<file path="src/rtl/vend_ctrl_param_if.sv">
// Customer-side handshake bundle of the vending controller.
// The master drives the customer requests; the slave (controller) drives the results.
interface vend_ctrl_param_if #(
    parameter int ITEM_W  = 2,
    parameter int MONEY_W = 8
) ();
    logic               start;
    logic               item_valid;
    logic [ITEM_W-1:0]  item_in;
    logic [2:0]         money;
    logic               done_money;
    logic               cancel;
    logic               continue_buy;

    logic               done;
    logic               end_trans;
    logic [MONEY_W-1:0] sum_money;
    logic [MONEY_W-1:0] price;
    logic [ITEM_W-1:0]  item_select;
    logic [MONEY_W-1:0] change;
    logic               change_valid;
    logic               coin_reject;

    modport master (
        output start, item_valid, item_in, money, done_money, cancel, continue_buy,
        input  done, end_trans, sum_money, price, item_select, change, change_valid,
               coin_reject
    );

    modport slave (
        input  start, item_valid, item_in, money, done_money, cancel, continue_buy,
        output done, end_trans, sum_money, price, item_select, change, change_valid,
               coin_reject
    );
endinterface

</file>
<file path="src/rtl/vend_ctrl_param.sv">
// Vending machine transaction controller: item selection, coin collection with
// overflow protection, dispense, multi-buy credit carry-over, cancel and idle
// timeout. All outputs come from registers or a decode of the state register.
module vend_ctrl_param #(
    parameter int                           N_ITEMS     = 4,
    parameter int                           ITEM_W      = 2,
    parameter int                           MONEY_W     = 8,
    parameter logic [MONEY_W-1:0]           DENOM0      = 5,
    parameter logic [MONEY_W-1:0]           DENOM1      = 10,
    parameter logic [MONEY_W-1:0]           DENOM2      = 20,
    parameter logic [N_ITEMS*MONEY_W-1:0]   PRICE_TABLE = {8'd25, 8'd20, 8'd15, 8'd10},
    parameter int                           TIMEOUT     = 255
) (
    input  logic              clk,
    input  logic              reset_n,
    vend_ctrl_param_if.slave  bus
);

    // Counter only ever needs to reach TIMEOUT-1: the timeout fires on that cycle.
    localparam int TMO_W = (TIMEOUT < 2) ? 1 : $clog2(TIMEOUT);

    typedef enum logic [2:0] {
        IDLE     = 3'd0,
        SELECT   = 3'd1,
        COLLECT  = 3'd2,
        DISPENSE = 3'd3,
        CHANGE   = 3'd4
    } state_t;

    state_t             state_q, state_d;
    logic [MONEY_W-1:0] sum_q, sum_d;
    logic [MONEY_W-1:0] price_q, price_d;
    logic [ITEM_W-1:0]  item_q, item_d;
    logic [TMO_W-1:0]   tmo_cnt_q, tmo_cnt_d;
    logic               rej_q, rej_d;

    logic [MONEY_W-1:0] price_lut [N_ITEMS];
    logic [MONEY_W-1:0] denom;
    logic [MONEY_W:0]   sum_ext;
    logic               in_buy, tmo_hit, abort;
    logic               coin_one, coin_any, coin_ok, item_ok;

    // Unpack the flat price table into a per-item lookup.
    for (genvar i = 0; i < N_ITEMS; i++) begin : g_price
        assign price_lut[i] = PRICE_TABLE[i*MONEY_W +: MONEY_W];
    end

    // Coin decode and credit-acceptance qualification.
    always_comb begin
        denom = '0;
        case (bus.money)
            3'b001:  denom = DENOM0;
            3'b010:  denom = DENOM1;
            3'b100:  denom = DENOM2;
            default: denom = '0;
        endcase
        in_buy   = (state_q == SELECT) || (state_q == COLLECT);
        tmo_hit  = in_buy && (tmo_cnt_q == TMO_W'(TIMEOUT - 1));
        // Timeout is treated exactly like a customer cancel.
        abort    = in_buy && (bus.cancel || tmo_hit);
        coin_one = $onehot(bus.money);
        coin_any = |bus.money;
        // One extra bit catches credit overflow so it can be refused, not wrapped.
        sum_ext  = {1'b0, sum_q} + {1'b0, denom};
        coin_ok  = in_buy && !abort && coin_one && !sum_ext[MONEY_W];
        rej_d    = coin_any && !coin_ok;
        item_ok  = (state_q == SELECT) && !abort && bus.item_valid &&
                   (32'(bus.item_in) < N_ITEMS);
    end

    // Next-state and datapath update.
    always_comb begin
        state_d   = state_q;
        sum_d     = sum_q;
        price_d   = price_q;
        item_d    = item_q;
        tmo_cnt_d = '0;
        case (state_q)
            IDLE: begin
                if (bus.start) state_d = SELECT;
            end
            SELECT: begin
                if (abort) begin
                    state_d = CHANGE;
                end else if (item_ok) begin
                    state_d = COLLECT;
                    item_d  = bus.item_in;
                    price_d = price_lut[bus.item_in];
                end else if (!coin_ok) begin
                    tmo_cnt_d = tmo_cnt_q + 1'b1;
                end
            end
            COLLECT: begin
                if (abort) begin
                    state_d = CHANGE;
                end else if (bus.done_money && (sum_q >= price_q)) begin
                    state_d = DISPENSE;
                end else if (!coin_ok) begin
                    tmo_cnt_d = tmo_cnt_q + 1'b1;
                end
            end
            DISPENSE: begin
                sum_d   = sum_q - price_q;
                state_d = bus.continue_buy ? SELECT : CHANGE;
            end
            CHANGE: begin
                sum_d   = '0;
                price_d = '0;
                item_d  = '0;
                state_d = IDLE;
            end
            default: state_d = IDLE;
        endcase
        // Accepted coins only occur in SELECT/COLLECT, where sum is otherwise untouched.
        if (coin_ok) sum_d = sum_ext[MONEY_W-1:0];
    end

    // State and datapath registers; reset discards any credit silently.
    always_ff @(posedge clk or negedge reset_n) begin
        if (!reset_n) begin
            state_q   <= IDLE;
            sum_q     <= '0;
            price_q   <= '0;
            item_q    <= '0;
            tmo_cnt_q <= '0;
            rej_q     <= 1'b0;
        end else begin
            state_q   <= state_d;
            sum_q     <= sum_d;
            price_q   <= price_d;
            item_q    <= item_d;
            tmo_cnt_q <= tmo_cnt_d;
            rej_q     <= rej_d;
        end
    end

    assign bus.done         = (state_q == DISPENSE);
    assign bus.end_trans    = (state_q == CHANGE);
    assign bus.change_valid = (state_q == CHANGE);
    assign bus.change       = (state_q == CHANGE) ? sum_q : '0;
    assign bus.sum_money    = sum_q;
    assign bus.price        = price_q;
    assign bus.item_select  = item_q;
    assign bus.coin_reject  = rej_q;

endmodule

</file>
<file path="src/flat_wrapper.sv">
// flat-port wrapper written by rule: the top's interface ports become plain ports
module vend_ctrl_param_flat 
#(
    parameter int                           N_ITEMS     = 4,
    parameter int                           ITEM_W      = 2,
    parameter int                           MONEY_W     = 8,
    parameter logic [MONEY_W-1:0]           DENOM0      = 5,
    parameter logic [MONEY_W-1:0]           DENOM1      = 10,
    parameter logic [MONEY_W-1:0]           DENOM2      = 20,
    parameter logic [N_ITEMS*MONEY_W-1:0]   PRICE_TABLE = {8'd25, 8'd20, 8'd15, 8'd10},
    parameter int                           TIMEOUT     = 255
)
  (clk, reset_n, bus_start, bus_item_valid, bus_item_in, bus_money, bus_done_money, bus_cancel, bus_continue_buy, bus_done, bus_end_trans, bus_sum_money, bus_price, bus_item_select, bus_change, bus_change_valid, bus_coin_reject);
  vend_ctrl_param_if #(.ITEM_W(ITEM_W), .MONEY_W(MONEY_W)) bus_i ();
  input  logic clk;
  input  logic reset_n;
  input wire logic [$bits(bus_i.start)-1:0] bus_start;
  input wire logic [$bits(bus_i.item_valid)-1:0] bus_item_valid;
  input wire logic [$bits(bus_i.item_in)-1:0] bus_item_in;
  input wire logic [$bits(bus_i.money)-1:0] bus_money;
  input wire logic [$bits(bus_i.done_money)-1:0] bus_done_money;
  input wire logic [$bits(bus_i.cancel)-1:0] bus_cancel;
  input wire logic [$bits(bus_i.continue_buy)-1:0] bus_continue_buy;
  output wire logic [$bits(bus_i.done)-1:0] bus_done;
  output wire logic [$bits(bus_i.end_trans)-1:0] bus_end_trans;
  output wire logic [$bits(bus_i.sum_money)-1:0] bus_sum_money;
  output wire logic [$bits(bus_i.price)-1:0] bus_price;
  output wire logic [$bits(bus_i.item_select)-1:0] bus_item_select;
  output wire logic [$bits(bus_i.change)-1:0] bus_change;
  output wire logic [$bits(bus_i.change_valid)-1:0] bus_change_valid;
  output wire logic [$bits(bus_i.coin_reject)-1:0] bus_coin_reject;
  assign bus_i.start = bus_start;
  assign bus_i.item_valid = bus_item_valid;
  assign bus_i.item_in = bus_item_in;
  assign bus_i.money = bus_money;
  assign bus_i.done_money = bus_done_money;
  assign bus_i.cancel = bus_cancel;
  assign bus_i.continue_buy = bus_continue_buy;
  assign bus_done = bus_i.done;
  assign bus_end_trans = bus_i.end_trans;
  assign bus_sum_money = bus_i.sum_money;
  assign bus_price = bus_i.price;
  assign bus_item_select = bus_i.item_select;
  assign bus_change = bus_i.change;
  assign bus_change_valid = bus_i.change_valid;
  assign bus_coin_reject = bus_i.coin_reject;
  vend_ctrl_param #(.N_ITEMS(N_ITEMS), .ITEM_W(ITEM_W), .MONEY_W(MONEY_W), .DENOM0(DENOM0), .DENOM1(DENOM1), .DENOM2(DENOM2), .PRICE_TABLE(PRICE_TABLE), .TIMEOUT(TIMEOUT)) u_core (.clk(clk), .reset_n(reset_n), .bus(bus_i));
endmodule
</file>
<file path="config.mk">
export PLATFORM = sky130hd
export DESIGN_NAME = vend_ctrl_param_flat
export DESIGN_NICKNAME = d
export VERILOG_FILES = /design/src/rtl/vend_ctrl_param_if.sv /design/src/rtl/vend_ctrl_param.sv /design/src/flat_wrapper.sv
export SDC_FILE = /design/constraint.sdc
export NUM_CORES = 1
export LEC_CHECK = 0
export CORE_ASPECT_RATIO = 1.1
export CORE_MARGIN = 3
export CORE_UTILIZATION = 35
export CTS_CLUSTER_SIZE = 40
export DETAILED_ROUTE_END_ITERATION = 10
export GPL_TIMING_DRIVEN = 0
export SKIP_LAST_GASP = 1
export SYNTH_ARGS = -nofsm -noshare
export SYNTH_HDL_FRONTEND = slang
export SYNTH_SLANG_ARGS = --single-unit
</file>
<file path="constraint.sdc">
create_clock -name clk -period 3.8 [get_ports clk]
set_input_delay 1.14 -clock clk [delete_from_list [all_inputs] [get_ports clk]]
set_output_delay 1.14 -clock clk [all_outputs]
set_load 0.005 [all_outputs]
</file>
==> results of run 1 <==
-- state kept, by name (all words and copies together) (netlist names) --
| register | flops |
|---|---|
| u_core.bus.price | 4 |
| u_core.bus.coin_reject | 1 |
| u_core.bus.sum_money | 8 |
| u_core.tmo_cnt_q | 8 |
| u_core.state_q | 3 |
| u_core.bus.item_select | 1 |
-- cell usage after synthesis (2+ instances only) --
master,instances
sky130_fd_sc_hd__dfrtp_1,25
sky130_fd_sc_hd__inv_1,17
sky130_fd_sc_hd__nor2_1,17
sky130_fd_sc_hd__nand2_1,14
sky130_fd_sc_hd__ha_1,13
sky130_fd_sc_hd__a21oi_1,10
sky130_fd_sc_hd__o21ai_0,9
sky130_fd_sc_hd__xor2_1,9
sky130_fd_sc_hd__and3_1,7
sky130_fd_sc_hd__buf_4,7
sky130_fd_sc_hd__nor3_1,7
sky130_fd_sc_hd__a31oi_1,5
sky130_fd_sc_hd__clkbuf_1,4
sky130_fd_sc_hd__buf_2,3
sky130_fd_sc_hd__fa_1,3
sky130_fd_sc_hd__mux2i_1,3
sky130_fd_sc_hd__nand3_1,3
sky130_fd_sc_hd__xnor2_1,3
sky130_fd_sc_hd__a211oi_1,2
sky130_fd_sc_hd__a21bo_2,2
sky130_fd_sc_hd__a21o_1,2
sky130_fd_sc_hd__nand4_1,2
sky130_fd_sc_hd__nor2b_1,2
sky130_fd_sc_hd__o22ai_1,2
sky130_fd_sc_hd__o31ai_1,2
sky130_fd_sc_hd__o32a_1,2
-- timing repair --
item	CTS	global route
setup endpoints to repair	1	2
pin swaps	0	3
gates resized for setup	1	12
buffers inserted	0	3
-- layout make-up --
| cell class | instances | share of cell area [%] |
|---|---|---|
| Inverter | 18 | 2.74 |
| Sequential cell | 25 | 25.3 |
| Buffer | 14 | 3.34 |
| Clock buffer | 4 | 1.82 |
| Timing Repair Buffer | 41 | 16.3 |
| Multi-Input combinational cell | 153 | 46.8 |
| Tap cell | 72 | 3.65 |
-- power by group through the flow --
stage	sequential (mW)	combinational [mW]	clock (mW)
after floorplan	0.410	0.566	0
after global placement	0.425	0.867	0
after detailed placement	0.423	0.873	0
after CTS	0.419	0.878	0.167
after global routing	0.433	1.02	0.181
final	0.417	0.883	0.163
-- final timing paths --
check | end | slack (ps)
setup / recovery | u_core.bus.sum_money[6] | 230
hold / removal | u_core.tmo_cnt_q[0] | 550
setup reg to reg | u_core.bus.sum_money[6] | 1300
hold reg to reg | u_core.tmo_cnt_q[0] | 550
max in group asynchronous | u_core.bus.sum_money[5] | 2540
min in group asynchronous | u_core.tmo_cnt_q[4] | 860
-- worst max-delay path, delay by kind of cell --
kind	cells	cell delay [ps]
AO/OA/AOI/OAI	4	850
buffers and inverters	2	700
adder cells (fa/ha/maj)	2	620
AND/OR/NAND/NOR	3	410
-- cells by family after synthesis --
kind of cell	after synthesis	share of synthesized area, %
xor gates and xnor gates	12	5.56
and+or+nand+nor	69	20.1
adders and majority gates	16	11.8
buffers and inverters	32	7.95
other	1	0.198
muxes	4	2.19
DFF	25	33.1
AOI/OAI and AO/OA	49	19.1
-- per-layer routing --
| metal | track usage (%) | share of wire (%) |
|---|---|---|
| met4 | 1.48 | 0.50 |
| met3 | 1.84 | 2.8 |
| met2 | 26.7 | 50 |
| met1 | 20.7 | 46 |
| met5 | 0 | 0 |
==> Implementation_results.wiki, run 1 <==
{| class="wikitable"
! Metric !! Value
|-
| Outcome || completed
|-
| Die Outline Area || 6320 um^2
|-
| Total GRT Usage || 15.2%
|-
| Final TNS setup || 0 ps
|-
| Final setup fails || 0
|-
| Input/output buffers || 38
|-
| Clock slew at reported path FFs || 90 ps
|-
| Cell chosen for the clock root || sky130_fd_sc_hd__clkbuf_8
|-
| Seq cells post-synth || 25
|-
| Number of H-tree branching levels || 1
|-
| Number of nets still failing antenna checks after routing || 0
|-
| Via count of the first global-routing pass || 1,702
|-
| Final Instance Count excl. Fillers || 327
|-
| Ratio of cells with drive above 1 in the final layout || 16.1%
|-
| Worst hold-check slack || 545 ps
|-
| Actual slew at the worst max-slew pin || 599 ps
|-
| Fraction of power spent switching nets || 41.3%
|-
| Post-Syn Area per Cell || 9.08 um^2
|-
| Initial core utilization || 37.0%
|-
| Count of standard-cell rows || 27
|-
| Layout area overhead || 30.7%
|-
| Number of warnings reported in the yosys synthesis log || 0
|-
| Source of the worst hold timing path || u_core.tmo_cnt_q[0]
|-
| CP peak stage delay || 530 ps
|-
| Weighted congestion at the end of routability-driven global placement || 0.785
|-
| Number of max-slew violations in the final report || 0
|-
| Reported max-cap violation count || 0
|-
| Biggest area contributors in the synthesized netlist || sky130_fd_sc_hd__dfrtp_1 (33%), sky130_fd_sc_hd__ha_1 (8.6%), sky130_fd_sc_hd__xor2_1 (4.2%), sky130_fd_sc_hd__inv_1 (3.4%), sky130_fd_sc_hd__nor2_1 (3.4%)
|-
| Area of the mapped netlist || 1890 um^2
|-
| Post-synth EDFFs || 0
|-
| Maximum vdd drop || between 0.2 and 0.3 mV
|-
| Instance count after placement with tap cells included || 320
|-
| Die height || just over 80 um
|-
| Detailed-router iteration count before antenna repair || 4
|-
| Final worst setup slack || 232 ps
|-
| NetSw || 0.604 mW
|-
| Crit-path max FO || 5
|-
| Cells after Synth || 208
|-
| Multi-input combinational cell area || 1160 um^2
|-
| Total core area || between 5000 and 6000 um^2
|-
| Fraction of power consumed by the clock network || approximately 11%
|-
| R2r worst-path depth || 9
|-
| Top library cells by usage in the layout, fill and taps aside || sky130_fd_sc_hd__clkdlybuf4s50_1 (35), sky130_fd_sc_hd__dfrtp_1 (25), sky130_fd_sc_hd__nor2_1 (17), sky130_fd_sc_hd__inv_1 (15), sky130_fd_sc_hd__nand2_1 (14)
|-
| Area of placed instances || around 2400 um^2
|-
| Share of the clock period used by the worst path after layout || a little over nine tenths
|-
| Starting DRC count in detailed routing || 84
|-
| Most frequent standard cell in the layout excluding fill and tap cells || sky130_fd_sc_hd__clkdlybuf4s50_1
|-
| Die outline width || 76.1 um
|-
| Final cell utilization of the core || about 48%
|-
| Power per standard cell area || 592 nW/um^2
|-
| Commonest register cell after synthesis || sky130_fd_sc_hd__dfrtp_1
|-
| Via count || 1,639
|-
| Total inserted antenna cells || 0
|-
| Worst setup SP type || primary input
|-
| Sequential element share of the synthesized area || 33.1%
|-
| Via density per instance || 5.01
|-
| Total Power Consumption || 1.46 mW
|-
| Wire length after detailed routing || 4.44 mm
|-
| Sequential power share || between 20 and 30%
|-
| Relative slew margins || 60.0%
|-
| Critical-path cell list || clkdlybuf4s50_1 > nor3_2 > ha_2 > fa_2 > a211oi_2 > o21bai_2 > nand4_1 > nor4bb_2 > buf_4 > a311oi_1 > a2111oi_2
|-
| Worst clock skew || ~3 ps
|-
| Area taken by flip-flops and latches || around 630 um^2
|-
| Global-route wire length before repair || a little over 8 mm
|-
| I/O pin total || 42
|-
| Number of cells traversed by the worst hold path || 1
|-
| Clock insertion delay at the later pin of the skew report || 260 ps
|-
| Detail-routed net length per standard cell || around 14 um
|-
| Yosys top cell area share || 33.1%
|-
| Highest-delay cell along the critical path || sky130_fd_sc_hd__clkdlybuf4s50_1
|-
| Post-synth top area cell || sky130_fd_sc_hd__dfrtp_1
|-
| Number of nets in the layout || between 200 and 300
|-
| Largest net degree at the start of global routing || 26
|-
| Number of DRC violations after detailed routing || 0
|-
| Number of clock sinks || 25
|-
| Required time at the endpoint of the critical path || 3950 ps
|-
| Worst setup EP type || flop
|-
| Fill count || between 400 and 500
|-
| Tmin final || 3570 ps
|-
| Combinational share of power || 60.4%
|-
| Hold Violations, Final || 0
|-
| Launch instance of the worst register-to-register path || u_core.bus.sum_money[0]
|-
| Worst setup path startpoint || bus_money[1]
|-
| Signal arrival time at the worst endpoint || 3720 ps
|-
| Area of all placed cells without fillers || between 2000 and 2500 um^2
|-
| Count of hold buffers inserted by post-cts repair || 0
|-
| Post-synthesis cell type count || 59
|-
| Leakage component of the power || 1.10 nW
|-
| Number of buffers inserted during clock tree synthesis || 3
|-
| Worst min path class || flop to flop
|-
| Worst slack at placement || -289 ps
|-
| DP HPWL || between 3 and 4 mm
|-
| Number of antenna violations at the first check in global routing || 0
|-
| Unrepaired setup endpoints after global routing || no
|-
| Internal portion of total power || 0.858 mW
|-
| Clock buffer depth || 2
|-
| Peak Freq || 280 MHz
|-
| GRT Residual Overflow || 0
|-
| Class of the most critical setup path || primary input to flop
|-
| Clock tree from TritonCTS || done
|-
| Async set-or-reset flop fraction in the synthesized netlist || 100%
|}
Note: power is estimated with default switching activity, not from simulation.
==> run 2, diff against run 1 <==
Settings changed: ABC_AREA from default to 1, CTS_CLUSTER_SIZE 40 to default, REMOVE_ABC_BUFFERS from default to 1.
==> Implementation_results.wiki, run 2 <==
{| class="wikitable"
! Metric !! Value
|-
| Clock insertion delay at the later pin of the skew report || 270 ps (was 260 ps)
|-
| Number of antenna violations at the first check in global routing || 0 (unchanged)
|-
| Weighted congestion at the end of routability-driven global placement || 0.790 (was 0.785)
|-
| Commonest register cell after synthesis || sky130_fd_sc_hd__dfrtp_1 (unchanged)
|-
| Fill count || 595 (was 495)
|-
| Clock tree from TritonCTS || done (unchanged)
|-
| Highest-delay cell along the critical path || sky130_fd_sc_hd__clkdlybuf4s50_1 (unchanged)
|-
| CP peak stage delay || 500 ps (was 530 ps)
|-
| Number of DRC violations after detailed routing || 0 (unchanged)
|-
| Count of standard-cell rows || 28 (was 27)
|-
| Cell chosen for the clock root || sky130_fd_sc_hd__clkbuf_8 (unchanged)
|-
| Seq cells post-synth || 25 (unchanged)
|-
| Final setup fails || 0 (unchanged)
|-
| Postcts setup bufs || 0 (unchanged)
|-
| Die height || 86.6 um (was 83.1 um)
|-
| Detail-routed net length per standard cell || 12.2 um (was 13.6 um)
|-
| Worst slack at placement || 134 ps (was -289 ps)
|-
| Via count of the first global-routing pass || 1,939 (was 1,702)
|-
| Post-synth top area cell || sky130_fd_sc_hd__dfrtp_1 (unchanged)
|-
| Relative slew margins || 22.2% (was 60.0%)
|-
| Critical-path cell list || clkdlybuf4s50_1 > inv_1 > nor3_1 > ha_1 > nand2_1 > nand3_1 > a21oi_4 > nand2_4 > or2_1 > nand3_1 > nand2_1 (was clkdlybuf4s50_1 > nor3_2 > ha_2 > fa_2 > a211oi_2 > o21bai_2 > nand4_1 > nor4bb_2 > buf_4 > a311oi_1 > a2111oi_2)
|-
| GRT Residual Overflow || 0 (unchanged)
|-
| Post-synth EDFFs || 0 (unchanged)
|-
| Leading cell types by count after synthesis || sky130_fd_sc_hd__nand2_1 (75), sky130_fd_sc_hd__inv_1 (41), sky130_fd_sc_hd__nor2_1 (36) (was sky130_fd_sc_hd__dfrtp_1 (25), sky130_fd_sc_hd__inv_1 (17), sky130_fd_sc_hd__nor2_1 (17))
|-
| Most used standard cell by instance count after synthesis || sky130_fd_sc_hd__nand2_1 (was sky130_fd_sc_hd__dfrtp_1)
|-
| Category of cells accounting for the largest share of critical-path delay || simple AND/OR/NAND/NOR gates (was compound AO/OA/AOI/OAI gates)
|-
| Critical path buffer and inverter count || 2 (unchanged)
|-
| Biggest area contributors in the synthesized netlist || sky130_fd_sc_hd__dfrtp_1 (30%), sky130_fd_sc_hd__nand2_1 (14%), sky130_fd_sc_hd__ha_1 (7.9%), sky130_fd_sc_hd__inv_1 (7.5%), sky130_fd_sc_hd__nand3_1 (7.3%) (was sky130_fd_sc_hd__dfrtp_1 (33%), sky130_fd_sc_hd__ha_1 (8.6%), sky130_fd_sc_hd__xor2_1 (4.2%), sky130_fd_sc_hd__inv_1 (3.4%), sky130_fd_sc_hd__nor2_1 (3.4%))
|-
| Required time at the endpoint of the critical path || 3970 ps (was 3950 ps)
|-
| Post-synthesis cell type count || 33 (was 59)
|-
| Clock buffer depth || 2 (unchanged)
|-
| Actual slew at the worst max-slew pin || 1160 ps (was 599 ps)
|-
| Initial core utilization || 37.3% (was 37.0%)
|-
| Top library cells by usage in the layout, fill and taps aside || sky130_fd_sc_hd__nand2_1 (75), sky130_fd_sc_hd__inv_1 (41), sky130_fd_sc_hd__clkdlybuf4s50_1 (38), sky130_fd_sc_hd__nor2_1 (36), sky130_fd_sc_hd__nand3_1 (30) (was sky130_fd_sc_hd__clkdlybuf4s50_1 (35), sky130_fd_sc_hd__dfrtp_1 (25), sky130_fd_sc_hd__nor2_1 (17), sky130_fd_sc_hd__inv_1 (15), sky130_fd_sc_hd__nand2_1 (14))
|-
| Total GRT Usage || 14.9% (was 15.2%)
|-
| Leakage component of the power || 1.26 nW (was 1.10 nW)
|-
| Sequential element share of the synthesized area || 30.3% (was 33.1%)
|-
| Number of clock sinks || 25 (unchanged)
|-
| Number of buffers inserted during clock tree synthesis || 3 (unchanged)
|-
| Detailed-router iteration count before antenna repair || 4 (unchanged)
|-
| Post-Syn Area per Cell || 7.07 um^2 (was 9.08 um^2)
|-
| Number of nets still failing antenna checks after routing || 0 (unchanged)
|-
| Number of max-slew violations in the final report || 0 (unchanged)
|-
| Share of the clock period used by the worst path after layout || 88.5% (was 93.9%)
|-
| Worst setup SP type || primary input (unchanged)
|-
| Final cell utilization of the core || 45.6% (was 48.4%)
|-
| Outcome || completed (unchanged)
|-
| Wire length after detailed routing || 4.90 mm (was 4.44 mm)
|-
| Worst setup EP type || flop (unchanged)
|-
| Input/output buffers || 38 (unchanged)
|-
| DP HPWL || 3.92 mm (was 3.47 mm)
|-
| Most frequent standard cell in the layout excluding fill and tap cells || sky130_fd_sc_hd__nand2_1 (was sky130_fd_sc_hd__clkdlybuf4s50_1)
|-
| Layout area overhead || 22.4% (was 30.7%)
|-
| Total inserted antenna cells || 0 (unchanged)
|-
| Die outline width || 79.2 um (was 76.1 um)
|-
| Largest net degree at the start of global routing || 26 (unchanged)
|-
| Area of the mapped netlist || 2060 um^2 (was 1890 um^2)
|-
| Cells after Synth || 292 (was 208)
|-
| Maximum vdd drop || 0.287 mV (was 0.265 mV)
|-
| Via density per instance || 4.77 (was 5.01)
|-
| Global-route wire length before repair || 8.36 mm (was 8.13 mm)
|-
| Power per standard cell area || 656 nW/um^2 (was 592 nW/um^2)
|-
| Unrepaired setup endpoints after global routing || no (unchanged)
|-
| Ratio of cells with drive above 1 in the final layout || 6.12% (was 16.1%)
|-
| Number of warnings reported in the yosys synthesis log || 0 (unchanged)
|-
| Async set-or-reset flop fraction in the synthesized netlist || 100% (unchanged)
|-
| CTS resizes || 0 (was 1)
|-
| Reported max-cap violation count || 0 (unchanged)
|-
| Total core area || 5540 um^2 (was 5100 um^2)
|-
| Worst min path class || flop to flop (unchanged)
|-
| Number of nets in the layout || 356 (was 284)
|-
| Worst clock skew || 5.48 ps (was 2.98 ps)
|-
| Yosys top cell area share || 30.3% (was 33.1%)
|-
| Crit-path max FO || 16 (was 5)
|-
| Die Outline Area || 6860 um^2 (was 6320 um^2)
|-
| Count of hold buffers inserted by post-cts repair || 0 (unchanged)
|-
| Area of placed instances || 2480 um^2 (was 2370 um^2)
|-
| Starting DRC count in detailed routing || 81 (was 84)
|-
| Signal arrival time at the worst endpoint || 3530 ps (was 3720 ps)
|-
| Via count || 1,917 (was 1,639)
|-
| I/O pin total || 42 (unchanged)
|-
| Final worst setup slack || 438 ps (was 232 ps)
|-
| Class of the most critical setup path || primary input to flop (unchanged)
|-
| Number of H-tree branching levels || 1 (unchanged)
|-
| Hold Violations, Final || 0 (unchanged)
|-
| Area of all placed cells without fillers || 2530 um^2 (was 2470 um^2)
|-
| Final TNS setup || 0 ps (unchanged)
|-
| Tmin final || 3360 ps (was 3570 ps)
|-
| Peak Freq || 297 MHz (was 280 MHz)
|-
| Clock slew at reported path FFs || 90 ps (about the same)
|}
-- run 2: cell count changes after synthesis, moves of 5 or more --
cell / before / now
sky130_fd_sc_hd__inv_1: 17 / 41
sky130_fd_sc_hd__and3_1: 7 / 0
sky130_fd_sc_hd__nand4_1: 2 / 7
sky130_fd_sc_hd__nand3_1: 3 / 30
sky130_fd_sc_hd__nor2_1: 17 / 36
sky130_fd_sc_hd__nand2_1: 14 / 75
-- run 2: area by class of cell --
type	count	area, um^2	area share (%)
multi-input combinational	215	1210	47.9
timing repair buffer	38	380	15.1
inverter	45	169	6.69
sequential	25	626	24.8
clock buffer	3	41.3	1.63
clock inverter	1	5.00	0.198
tap	75	93.8	3.71
-- run 2: routing by layer --
metal	track usage, %	part of all wire [%]	vias to the layer above
met5	0	0	-
met4	2.81	0.90	0
met3	1.87	2.9	4
met2	28.6	52	33
met1	17.8	44	890
li1	-	-	990
-- run 2: cell families (layout without fill, tap and decap cells) --
logic type / count (synthesis) / in the layout / share of synthesized area, %
other cells: 1 / 3 / 0.182
compound gates: 25 / 25 / 7.39
fa+ha+maj: 16 / 16 / 10.8
simple gates: 163 / 163 / 36.5
flops: 25 / 25 / 30.3
xor+xnor: 8 / 8 / 3.39
buf+inv: 54 / 87 / 11.4
-- run 2: worst paths after layout --
check / from / endpoint / slack [ps] / cells after the start
hold reg to reg: u_core.tmo_cnt_q[7] / u_core.tmo_cnt_q[7] / 560 / 3
setup reg to reg: u_core.bus.sum_money[0] / u_core.bus.sum_money[1] / 1600 / 9
min in group asynchronous: reset_n / u_core.tmo_cnt_q[3] / 1480 / 1
hold / removal: u_core.tmo_cnt_q[7] / u_core.tmo_cnt_q[7] / 560 / 3
max in group asynchronous: reset_n / u_core.bus.sum_money[3] / 1620 / 1
setup / recovery: bus_money[1] / u_core.bus.sum_money[1] / 440 / 11
-- run 2: metrics by stage --
step	instances	hold slack (ps)	total power [mW]
after detailed placement	398	551	1.51
after CTS	402	569	1.68
after global placement	398	544	1.50
after floorplan	285	517	1.13
final	402	563	1.66
after global routing	402	600	1.84
-- run 2: power by group --
part	leakage, nW	switching (mW)	internal [mW]
Sequential	0.325	0.103	0.345
Clock	0.0255	0.0876	0.0733
Combinational	0.909	0.592	0.457
Total	1.26	0.782	0.876
-- run 2: tightest hold or removal path: stages, from the launching register on --
cell and delay (ps):
sky130_fd_sc_hd__dfrtp_1 370, sky130_fd_sc_hd__nand2_1 60, sky130_fd_sc_hd__nand3_1 70, sky130_fd_sc_hd__nor2_1 40
==> run 3, diff against run 2 <==
Settings changed: SLEW_MARGIN from default to 10.
==> Implementation_results.wiki, run 3 (synthesized netlist as in run 2, its figures left out) <==
{| class="wikitable"
! Metric !! Value
|-
| Via density per instance || 4.77 (about the same)
|-
| Worst clock skew || 5.50 ps (was 5.48 ps)
|-
| Number of nets still failing antenna checks after routing || 0 (unchanged)
|-
| Worst slack at placement || 134 ps (unchanged)
|-
| Largest net degree at the start of global routing || 26 (unchanged)
|-
| Total inserted antenna cells || 0 (unchanged)
|-
| Maximum vdd drop || 0.287 mV (about the same)
|-
| I/O pin total || 42 (unchanged)
|-
| Die outline width || 79.2 um (unchanged)
|-
| Starting DRC count in detailed routing || 81 (unchanged)
|-
| Internal portion of total power || 0.875 mW (was 0.876 mW)
|-
| Worst setup SP type || primary input (unchanged)
|-
| Combinational share of power || 63.3% (about the same)
|-
| Total GRT Usage || 14.9% (unchanged)
|-
| Fraction of power consumed by the clock network || 9.7% (about the same)
|-
| Number of antenna violations at the first check in global routing || 0 (unchanged)
|-
| Share of the clock period used by the worst path after layout || 88.5% (about the same)
|-
| Final worst setup slack || 438 ps (about the same)
|-
| Clock buffer depth || 2 (unchanged)
|-
| Ratio of cells with drive above 1 in the final layout || 6.42% (was 6.12%)
|-
| Layout area overhead || 22.1% (was 22.4%)
|-
| Detailed-router iteration count before antenna repair || 4 (unchanged)
|-
| Die Outline Area || 6860 um^2 (unchanged)
|-
| Number of DRC violations after detailed routing || 0 (unchanged)
|-
| Unrepaired setup endpoints after global routing || no (unchanged)
|-
| Top library cells by usage in the layout, fill and taps aside || sky130_fd_sc_hd__nand2_1 (75), sky130_fd_sc_hd__inv_1 (41), sky130_fd_sc_hd__clkdlybuf4s50_1 (37), sky130_fd_sc_hd__nor2_1 (36), sky130_fd_sc_hd__nand3_1 (30) (was sky130_fd_sc_hd__nand2_1 (75), sky130_fd_sc_hd__inv_1 (41), sky130_fd_sc_hd__clkdlybuf4s50_1 (38), sky130_fd_sc_hd__nor2_1 (36), sky130_fd_sc_hd__nand3_1 (30))
|-
| Outcome || completed (unchanged)
|-
| Number of clock sinks || 25 (unchanged)
|-
| Worst min path class || flop to flop (unchanged)
|-
| Die height || 86.6 um (unchanged)
|-
| Cell chosen for the clock root || sky130_fd_sc_hd__clkbuf_8 (unchanged)
|-
| Most frequent standard cell in the layout excluding fill and tap cells || sky130_fd_sc_hd__nand2_1 (unchanged)
|-
| GRT Residual Overflow || 0 (unchanged)
|-
| Final TNS setup || 0 ps (unchanged)
|-
| Detail-routed net length per standard cell || 12.2 um (about the same)
|-
| Number of buffers inserted during clock tree synthesis || 3 (unchanged)
|-
| Leakage component of the power || 1.26 nW (about the same)
|-
| Count of standard-cell rows || 28 (unchanged)
|-
| DP HPWL || 3.92 mm (unchanged)
|-
| Via count of the first global-routing pass || 1,939 (unchanged)
|-
| Sequential power share || 27.0% (about the same)
|-
| Count of hold buffers inserted by post-cts repair || 0 (unchanged)
|-
| NetSw || 0.782 mW (about the same)
|-
| Worst setup EP type || flop (unchanged)
|-
| Fraction of power spent switching nets || 47.2% (about the same)
|-
| Peak Freq || 297 MHz (about the same)
|-
| Initial core utilization || 37.3% (unchanged)
|-
| Clock slew at reported path FFs || 90 ps (about the same)
|-
| Final cell utilization of the core || 45.5% (was 45.6%)
|-
| Reported max-cap violation count || 0 (unchanged)
|-
| Signal arrival time at the worst endpoint || 3530 ps (about the same)
|-
| Global-route wire length before repair || 8.36 mm (unchanged)
|-
| Number of max-slew violations in the final report || 0 (unchanged)
|-
| Input/output buffers || 38 (unchanged)
|-
| Clock insertion delay at the later pin of the skew report || 270 ps (about the same)
|-
| Wire length after detailed routing || 4.89 mm (was 4.90 mm)
|-
| Weighted congestion at the end of routability-driven global placement || 0.790 (unchanged)
|-
| Total core area || 5540 um^2 (unchanged)
|-
| Final Instance Count excl. Fillers || 402 (unchanged)
|-
| Final setup fails || 0 (unchanged)
|-
| Clock tree from TritonCTS || done (unchanged)
|-
| Hold Violations, Final || 0 (unchanged)
|-
| Total Power Consumption || 1.66 mW (about the same)
|-
| Number of H-tree branching levels || 1 (unchanged)
|-
| Actual slew at the worst max-slew pin || 582 ps (was 1160 ps)
|-
| Tmin final || 3360 ps (about the same)
|-
| Required time at the endpoint of the critical path || 3970 ps (about the same)
|-
| Via count || 1,918 (was 1,917)
|-
| CTS resizes || 0 (unchanged)
|-
| Number of nets in the layout || 356 (unchanged)
|-
| Postcts setup bufs || 0 (unchanged)
|-
| Power per standard cell area || 657 nW/um^2 (was 656 nW/um^2)
|-
| Class of the most critical setup path || primary input to flop (unchanged)
|-
| Crit-path max FO || 16 (unchanged)
|-
| Relative slew margins || 61.2% (was 22.2%)
|-
| Instance count after placement with tap cells included || 398 (unchanged)
|}
-- run 3: power by group through the flow --
stage	Sequential (mW)	Combinational, mW	Clock, mW
after floorplan	0.436	0.699	0
after global placement	0.454	1.04	0
after CTS	0.451	1.06	0.167
after global routing	0.465	1.20	0.179
after detailed placement	0.455	1.05	0
final	0.448	1.05	0.161
-- run 3: layout make-up --
class | count | area [um^2]
repair buffers | 38 | 375
clock inverters | 1 | 5.00
well taps | 75 | 93.8
flip-flops and latches | 25 | 626
clock buffers | 3 | 41.3
multi-input cells | 215 | 1210
fillers | 596 | 3010
inverters | 45 | 169
-- run 3: stage by stage --
| step | instance area (um^2) | hold WS, ps |
|---|---|---|
| 2_1_floorplan | 2010 | 517 |
| 3_3_place_gp | 2480 | 544 |
| 3_5_place_dp | 2480 | 551 |
| 4_1_cts | 2530 | 569 |
| 5_1_grt | 2520 | 600 |
| 6_report | 2520 | 563 |
-- run 3: critical path, cell delays in order --
cell and delay (ps):
sky130_fd_sc_hd__clkdlybuf4s50_1 500, sky130_fd_sc_hd__inv_1 90, sky130_fd_sc_hd__nor3_1 380, sky130_fd_sc_hd__ha_1 390, sky130_fd_sc_hd__nand2_1 120, sky130_fd_sc_hd__nand3_1 160
sky130_fd_sc_hd__a21oi_4 220, sky130_fd_sc_hd__nand2_4 170, sky130_fd_sc_hd__or2_1 250, sky130_fd_sc_hd__nand3_1 70, sky130_fd_sc_hd__nand2_1 50
-- run 3: path summary, 6_finish.rpt --
path / slack (ps) / endpoint / depth (start not counted) / from
worst max-delay path: 440 / u_core.bus.sum_money[1] / 11 / bus_money[1]
worst min-delay path: 560 / u_core.tmo_cnt_q[7] / 3 / u_core.tmo_cnt_q[7]
worst max register to register: 1600 / u_core.bus.sum_money[1] / 9 / u_core.bus.sum_money[0]
worst min register to register: 560 / u_core.tmo_cnt_q[7] / 3 / u_core.tmo_cnt_q[7]
max in group asynchronous: 2560 / u_core.bus.sum_money[3] / 1 / reset_n
min in group asynchronous: 860 / u_core.tmo_cnt_q[0] / 1 / reset_n
-- run 3: routing by layer --
metal	part of all wire, %	global-route usage [%]	vias up	wire length, um
li1	-	-	990	-
met1	44	17.8	891	2150
met2	52	28.6	33	2560
met3	2.8	1.87	4	138
met4	0.90	2.81	0	44
met5	0	0	-	0
